File: src/rtl/uart_rx.sv
// UART receiver: oversampled, 3-sample majority vote, optional parity.
// Ports: clk, rst (sync, active-high), RX_IN (async serial line), PAR_EN,
// PAR_TYP (0 even / 1 odd), PRESCALE (clk per bit), P_DATA (last good byte),
// DATA_VALID / PAR_ERR / STP_ERR (one-cycle pulses after the stop decision).
module uart_rx #(
  parameter int DATA_WIDTH  = 8,
  parameter int SYNC_STAGES = 2
) (
  input  logic                  clk,
  input  logic                  rst,
  input  logic                  RX_IN,
  input  logic                  PAR_EN,
  input  logic                  PAR_TYP,
  input  logic [5:0]            PRESCALE,
  output logic [DATA_WIDTH-1:0] P_DATA,
  output logic                  DATA_VALID,
  output logic                  PAR_ERR,
  output logic                  STP_ERR
);

  localparam int CW = $clog2(DATA_WIDTH + 3);

  typedef enum logic [2:0] {
    S_IDLE,
    S_START,
    S_DATA,
    S_PARITY,
    S_STOP
  } state_t;

  state_t                r_state;
  state_t                w_next;
  logic [SYNC_STAGES-1:0] r_sync;
  logic                  w_rx_s;
  logic [5:0]            r_edge_cnt;
  logic [5:0]            r_prescale;
  logic [CW-1:0]         r_bit_cnt;
  logic                  r_par_en;
  logic                  r_par_typ;
  logic                  r_s0;
  logic                  r_s1;
  logic                  r_mism;
  logic [DATA_WIDTH-1:0] r_shift;
  logic [5:0]            w_half;
  logic                  w_smp0;
  logic                  w_smp1;
  logic                  w_dec;
  logic                  w_wrap;
  logic                  w_bit;
  logic                  w_last;
  logic                  w_start;

  assign w_rx_s  = r_sync[SYNC_STAGES-1];
  assign w_half  = {1'b0, r_prescale[5:1]};
  assign w_smp0  = (r_edge_cnt == w_half - 6'd1);
  assign w_smp1  = (r_edge_cnt == w_half);
  assign w_dec   = (r_edge_cnt == w_half + 6'd1);
  assign w_wrap  = (r_edge_cnt == r_prescale - 6'd1);
  assign w_last  = (r_bit_cnt == CW'(DATA_WIDTH));
  assign w_start = (r_state == S_IDLE) && !w_rx_s;

  // Third sample is the live line in the decision cycle.
  assign w_bit = (r_s0 & r_s1) | (r_s0 & w_rx_s) | (r_s1 & w_rx_s);

  always_ff @(posedge clk) begin
    if (rst) r_sync <= '1;
    else     r_sync <= {r_sync[SYNC_STAGES-2:0], RX_IN};
  end

  always_ff @(posedge clk) begin
    if (rst) r_state <= S_IDLE;
    else     r_state <= w_next;
  end

  always_comb begin
    w_next = r_state;
    unique case (r_state)
      S_IDLE:
        if (!w_rx_s) w_next = S_START;
      S_START:
        if (w_dec && w_bit) w_next = S_IDLE;
        else if (w_wrap)    w_next = S_DATA;
      S_DATA:
        if (w_wrap && w_last)
          w_next = r_par_en ? S_PARITY : S_STOP;
      S_PARITY:
        if (w_wrap) w_next = S_STOP;
      S_STOP:
        // Leave mid-stop-bit so a back-to-back start edge is not missed.
        if (w_dec) w_next = S_IDLE;
      default:
        w_next = S_IDLE;
    endcase
  end

  always_ff @(posedge clk) begin
    if (rst) begin
      r_edge_cnt <= '0;
      r_bit_cnt  <= '0;
    end else if (r_state == S_IDLE || w_next == S_IDLE) begin
      r_edge_cnt <= '0;
      r_bit_cnt  <= '0;
    end else if (w_wrap) begin
      r_edge_cnt <= '0;
      r_bit_cnt  <= r_bit_cnt + 1'b1;
    end else begin
      r_edge_cnt <= r_edge_cnt + 6'd1;
    end
  end

  always_ff @(posedge clk) begin
    if (rst) begin
      r_prescale <= '0;
      r_par_en   <= 1'b0;
      r_par_typ  <= 1'b0;
      r_s0       <= 1'b1;
      r_s1       <= 1'b1;
      r_mism     <= 1'b0;
      r_shift    <= '0;
    end else begin
      if (w_start) begin
        r_prescale <= PRESCALE;
        r_par_en   <= PAR_EN;
        r_par_typ  <= PAR_TYP;
        r_mism     <= 1'b0;
      end
      if (w_smp0) r_s0 <= w_rx_s;
      if (w_smp1) r_s1 <= w_rx_s;
      if (r_state == S_DATA && w_dec)
        r_shift <= {w_bit, r_shift[DATA_WIDTH-1:1]};
      // Mismatch = received bit differs from expected parity.
      if (r_state == S_PARITY && w_dec)
        r_mism <= w_bit ^ (^r_shift) ^ r_par_typ;
    end
  end

  always_ff @(posedge clk) begin
    if (rst) begin
      P_DATA     <= '0;
      DATA_VALID <= 1'b0;
      PAR_ERR    <= 1'b0;
      STP_ERR    <= 1'b0;
    end else begin
      DATA_VALID <= 1'b0;
      PAR_ERR    <= 1'b0;
      STP_ERR    <= 1'b0;
      if (r_state == S_STOP && w_dec) begin
        if (w_bit) begin
          if (r_mism) begin
            PAR_ERR <= 1'b1;
          end else begin
            P_DATA     <= r_shift;
            DATA_VALID <= 1'b1;
          end
        end else begin
          STP_ERR <= 1'b1;
          PAR_ERR <= r_mism;
        end
      end
    end
  end

endmodule
File: config.mk
export PLATFORM = sky130hd
export DESIGN_NAME = uart_rx
export DESIGN_NICKNAME = d
export VERILOG_FILES = /design/src/rtl/uart_rx.sv
export SDC_FILE = /design/constraint.sdc
export NUM_CORES = 1
export LEC_CHECK = 0
export ABC_AREA = 1
export CAP_MARGIN = 25
export CORE_ASPECT_RATIO = 0.8
export CORE_MARGIN = 2
export CORE_UTILIZATION = 55
export CTS_BUF_LIST = sky130_fd_sc_hd__clkbuf_8 sky130_fd_sc_hd__clkbuf_16
export CTS_CLUSTER_DIAMETER = 30
export DETAILED_ROUTE_END_ITERATION = 8
export PLACE_DENSITY_LB_ADDON = 0.3
export SLEW_MARGIN = 20
export SYNTH_ARGS = -nofsm -noshare
export SYNTH_HDL_FRONTEND = slang
export SYNTH_SLANG_ARGS = --single-unit
File: constraint.sdc
create_clock -name clk -period 2.2 [get_ports clk]
set_input_delay 0.22 -clock clk [delete_from_list [all_inputs] [get_ports clk]]
set_output_delay 0.22 -clock clk [all_outputs]
set_load 0.02 [all_outputs]
# Word-level counts from Yosys, hierarchy flattened
# Cells that the tools add are included.
[word_totals]
wordCells = 70
ram_bits = 0
input_bits = 11
latchBits = 0
mem_bits_ro = 0
register_bits = 45
n_memories = 0
output_inout_bits = 11
[classes]
multipliers = 0
reduce_logical = 17
muxes = 14
n_eq_ne = 9
div_mod_pow = 0
n_bitwise = 10
shifts = 0
addsub = 5
magnitude_cmp = 0
[op_table]
columns = ["operator", "n"]
rows = [
  ["two-way mux 3 bit", 7],
  ["equality test 6 bit", 3],
  ["case mux 3 bit (5 select lines)", 1],
  ["XOR reduction 8 bit", 1],
  ["adder 5 x 1 -> 6 bit (second input constant)", 1],
  ["adder 6 x 1 -> 6 bit (second input constant)", 1],
  ["equality test 3 x 2 -> 1 bit (second input constant)", 2],
  ["equality test 6 x 5 -> 1 bit", 1],
  ["logical AND 1 bit", 6],
  ["zero test 3 bit", 2],
  ["two-way mux 1 bit", 6],
  ["OR reduction 3 bit", 2],
  ["subtractor 5 x 1 -> 6 bit (second input constant)", 1],
  ["subtractor 6 x 1 -> 6 bit (second input constant)", 1],
  ["adder 4 x 1 -> 4 bit (second input constant)", 1],
  ["equality test 4 bit (second input constant)", 1],
  ["OR reduction 2 bit", 2],
  ["bitwise AND 1 bit", 3],
  ["equality test 3 x 1 -> 1 bit (second input constant)", 1],
  ["equality test 3 bit (second input constant)", 1],
  ["NOT 1 bit", 3],
  ["AND reduction 3 bit", 1],
  ["OR 1 bit", 2],
  ["nonzero test 2 bit", 1],
  ["3 further kinds", 4],
]

# Logic depth before layout (Yosys ltp)
[depth]
word_depth = 9
ltp_mapped = 17
mapped_depth_nobuf = 17

# Worst setup path before layout
# Ideal clock, no wire load.
[synth_path]
kind = "reg2reg"
startpoint = "register r_prescale[2]"
endpoint = "register r_edge_cnt[0]"
path_stages_with_launch = 17
required_ns = 2.082
setup_time_ns = 0.118
path_slack_ns = 0.302
period_less_slack_ns = 1.898
arrival_time_ns = 1.780
n_path_buf = 0
path_cell_list = "dfxtp_1 > inv_2 > ha_1 > nand2_1 > nand2_1 > inv_1 > nand2_1 > nand2_1 > nand2_1 > nor2_1 > nand2_1 > nand2_1 > nand3_1 > nor2_1 > nand2_2 > nand3_4 > nor2_2"
[synth_via]
elab_chain_cells = 8
elab_cells_between_ends = 15
cone_classes = "add/sub (2); eq/ne (2); mux (6); reduce/logical (5)"
[synth_rtl]
columns = ["element", "line_no", "text"]
rows = [
  ["from (decl)", "36", "logic [5:0] r_prescale;"],
  ["from (signal assigned)", "113", "r_prescale <= '0;"],
  ["from (signal assigned)", "122", "r_prescale <= PRESCALE;"],
  ["subtractor 6 x 1 -> 6 bit or adder 5 x 1 -> 6 bit (tied branches)", "58, 57", ""],
  ["equality test 6 bit (on tied branches)", "58, 57", ""],
  ["two-way mux 3 bit (tied with other cells)", "82", "else if (w_wrap) w_next = S_DATA;"],
  ["two-way mux 3 bit (on tied branches)", "81, 84", ""],
  ["case mux 3 bit (5 select lines)", "77", "unique case (r_state)"],
  ["zero test 3 bit", "100", "end else if (r_state == S_IDLE || w_next == S_IDLE) begin"],
  ["logical OR 1 bit", "100", ""],
  ["OR reduction 3 bit (no line) (*)", "n/a", ""],
  ["to (signal assigned)", "107", "r_edge_cnt <= r_edge_cnt + 6'd1;"],
  ["to (decl)", "35", "logic [5:0] r_edge_cnt;"],
]
# Mark *: on every way between the ends. The rest lies on a longest branch, timed or not.
# A chain may end at the register's enable or synchronous reset.

# Worst setup path after layout
[layout_path]
startpoint = "register r_prescale[2]"
endpoint = "register r_edge_cnt[5]"
# Same word-level chain as after synthesis.

==> flow_summary.ini <==
[die]
rows = 21
start_util = 0.583
design.die.area_sq_um = 5070
dieWidth_um = 79.1
die_h_um = 64.1
io_pins = 22
core_sq_um = 4260

[hold_path]
min_path_cells = 1
worstHoldStart = r_sync[0]
holdPathEnd = r_sync[1]
hold_class = register to register

[clock_network]
clockBufferDepth = 2
clk_pin_slew_ps = 80
cts_made_buffers = 5
clock_latency_ps = 290
clock_sinks = 45
htree_num_levels = 2
cts_tree = yes
postCtsHoldBufs = 0
root_buffer = clkbuf_8

[logic_synthesis]
yosysUniqueCellTypes = 29
syn_area_sq_um = 2480
ys_seq_area_frac = 0.363
netlist_instances = 357
ys.warnings.count = 0
avgSynthCellArea_sq_um = 6.95
synth_nets = 375
synth_seq_cells = 45

[critical_path]
cp_slowest_cell = dfxtp_4
worst-path-max-fanout = 7
critPathRequiredTime_ps = 2380
worstSetupPathType = register to register
r2r_end = r_edge_cnt[5]
crit_path_frequent_cell = nand3_1
arrival_ps = 2240
ff2ff_path_depth = 15
r2r_slack_ps = 140
max_stage_delay_ps = 390
timing.rr.start = r_prescale[2]
cp-start-kind = register
critPathCaptureType = register
path_cells = inv_2 -> ha_1 -> inv_1 -> nand2_1 -> nand2_1 -> inv_1 -> nand3_1 -> nor2_1 -> nand3_1 -> nand3_1 -> nand3_2 -> nor2_2 -> nand2_2 -> nand3_4 -> nor2_2

[flow_run]
cap_violations = 0

[timing]
setup_violations = 0
max_slew.worst_pin.slew_ps = 602
max_freq_ghz = 0.485
max_slew_margin = 0.598
final_max_slew_viol_count = 0
whs_ps = 432
period_minus_slack_ps = 2060
fin_skew_ps = 2.56
fin_crit_sh = 0.936
finalHoldViolations = 0

[global_routing]
grtUsageTotal = 0.243
antenna_found_initial = 0
grt_pass1_wl_mm = 9.71
grt_max_degree = 20
gr-total-overflow = 0
grt_pass1_vias = 2205

[drt]
wl_mm = 5.69
avgRoutedWirePerCell_um = 12.9
vias = 2343
met2_length_mm = 2.50
firstDrtPassIters = 5
initialDrtViolationCount = 192
ant_nets = 0
highest_layer = met4
wl_met1_mm = 2.72
wl_met3_um = 415
drc_errors = 0
via_per_inst = 5.31

[placed_design]
port_buffers = 21
dpl.cell_count = 431
place_congestion = 0.974
dp_hpwl_mm = 4.13

[final_layout]
antenna-diode-count = 0
nets = 401
drive_gt1_frac = 0.151
layout.cells.non_filler = 441
area_growth_pct = 19.0

[power]
ir_drop_uv = 497
p_leak_nw = 1.27
power_density_nw_per_um2 = 575

[run_status]
status = completed
-- flip-flops by register name, indices dropped and copies added, names as in the netlist --
name	cells
r_s1	1
r_par_en	1
r_s0	1
P_DATA	8
r_edge_cnt	6
r_mism	1
r_state	3
STP_ERR	1
r_par_typ	1
r_prescale	6
DATA_VALID	1
r_sync	2
PAR_ERR	1
r_shift	8
r_bit_cnt	4
-- critical path: cells and delay by family, from the launching register on --
| family | cells | cell delay (ps) |
|---|---|---|
| buffers and inverters | 3 | 170 |
| DFF | 1 | 390 |
| adders and majority gates | 1 | 300 |
| and+or+nand+nor | 11 | 1100 |
-- stage by stage --
step | TNS (ps) | worst slack (ps) | power (mW) | util | cell area [sq um]
global placement | 0 | 99.5 | 1.06 | 0.647 | 2750
CTS | 0 | 12.4 | 1.70 | 0.676 | 2880
floorplan | 0 | 302 | 1.01 | - | 2480
finish | 0 | 140 | 1.70 | 0.694 | 2950
detailed placement | -381 | -50.4 | 1.07 | 0.647 | 2750
global route | -9.67 | -4.99 | 1.77 | 0.694 | 2950
-- Yosys cell counts --
master,n,share of area
nand3_4,1,0.0071
inv_2,7,0.011
dfxtp_1,45,0.36
ha_1,7,0.035
xnor2_2,1,0.0066
nand2_1,82,0.12
or2_2,2,0.0050
inv_1,48,0.073
nor2_2,9,0.023
buf_4,1,0.0030
nor2_8,1,0.0081
a21oi_1,27,0.054
nand3_2,1,0.0040
clkbuf_1,4,0.0060
buf_6,1,0.0045
xor2_1,9,0.032
o21ai_1,3,0.0060
o21ai_0,22,0.044
nor3_1,6,0.012
nor2_1,24,0.036
and3_1,1,0.0025
nand3_1,29,0.058
nand2_2,4,0.010
buf_1,1,0.0015
nand4_1,5,0.013
nor4_1,1,0.0025
nand4_4,1,0.0086
xnor2_1,12,0.042
buf_2,2,0.0040
-- power by group --
| part | total [mW] | leakage (nW) | internal [mW] | switching, mW |
|---|---|---|---|---|
| Clock | 0.635 | 0.0626 | 0.366 | 0.270 |
| Sequential | 0.842 | 0.366 | 0.826 | 0.0159 |
| Combinational | 0.221 | 0.838 | 0.0889 | 0.132 |
| Total | 1.70 | 1.27 | 1.28 | 0.417 |
-- repair_timing --
| item | in CTS | in global routing |
|---|---|---|
| endpoints found under the setup margin | 10 | 27 |
| pin swaps | 0 | 7 |
| resized for setup | 3 | 21 |
| buffers inserted | 0 | 2 |
| gates cloned | 0 | 0 |
-- metal layers --
layer / GRT usage / vias up
li1: - / 1178
met1: 0.337 / 1068
met2: 0.380 / 90
met3: 0.0480 / 7
met4: 0.0776 / 0
met5: 0 / -
-- worst max-delay path by stage --
stage,end,cells past startpoint,from,slack (ps)
2_1_floorplan,r_edge_cnt[0],16,r_prescale[2],300
3_3_place_gp,r_edge_cnt[0],16,r_prescale[1],100
3_5_place_dp,r_edge_cnt[0],16,r_prescale[2],-50
4_1_cts,r_edge_cnt[0],16,r_prescale[1],10
5_1_grt,r_edge_cnt[4],15,r_prescale[2],-5
6_report,r_edge_cnt[5],15,r_prescale[2],140
-- layout make-up --
| cell class | count | area, sq um |
|---|---|---|
| Inverter | 55 | 209 |
| Sequential cell | 45 | 910 |
| Clock buffer | 6 | 82.6 |
| Fill cell | 356 | 1300 |
| Multi-Input combinational cell | 248 | 1390 |
| Clock inverter | 2 | 33.8 |
| Tap cell | 57 | 71.3 |
| Timing Repair Buffer | 28 | 263 |
-- kinds of logic (layout without fill, tap and decap cells) --
family / Yosys count / after routing / synth area share
AO/OA/AOI/OAI: 52 / 52 / 0.105
XOR/XNOR: 22 / 22 / 0.0806
adder cells (fa/ha/maj): 7 / 7 / 0.0353
buffers and inverters: 64 / 91 / 0.102
flip-flops: 45 / 45 / 0.363
AND/OR/NAND/NOR: 167 / 167 / 0.314
-- layout by cell type (no fill, tap or decap), types with 2 or more instances in the layout --
master	n
ha_1	5
nor2_2	13
or2_2	2
nand3_1	26
nand2_2	7
nand4_1	5
a21oi_1	27
xor2_1	9
ha_4	2
o21ai_1	5
nand2_1	79
o21ai_0	20
clkbuf_8	6
dfxtp_1	42
clkdlybuf4s50_1	21
inv_1	47
nor2_1	20
nor3_1	6
buf_4	7
inv_2	8
nand3_2	4
dfxtp_4	2
xnor2_1	12
No activity file was read; power rests on OpenSTA's default activity.
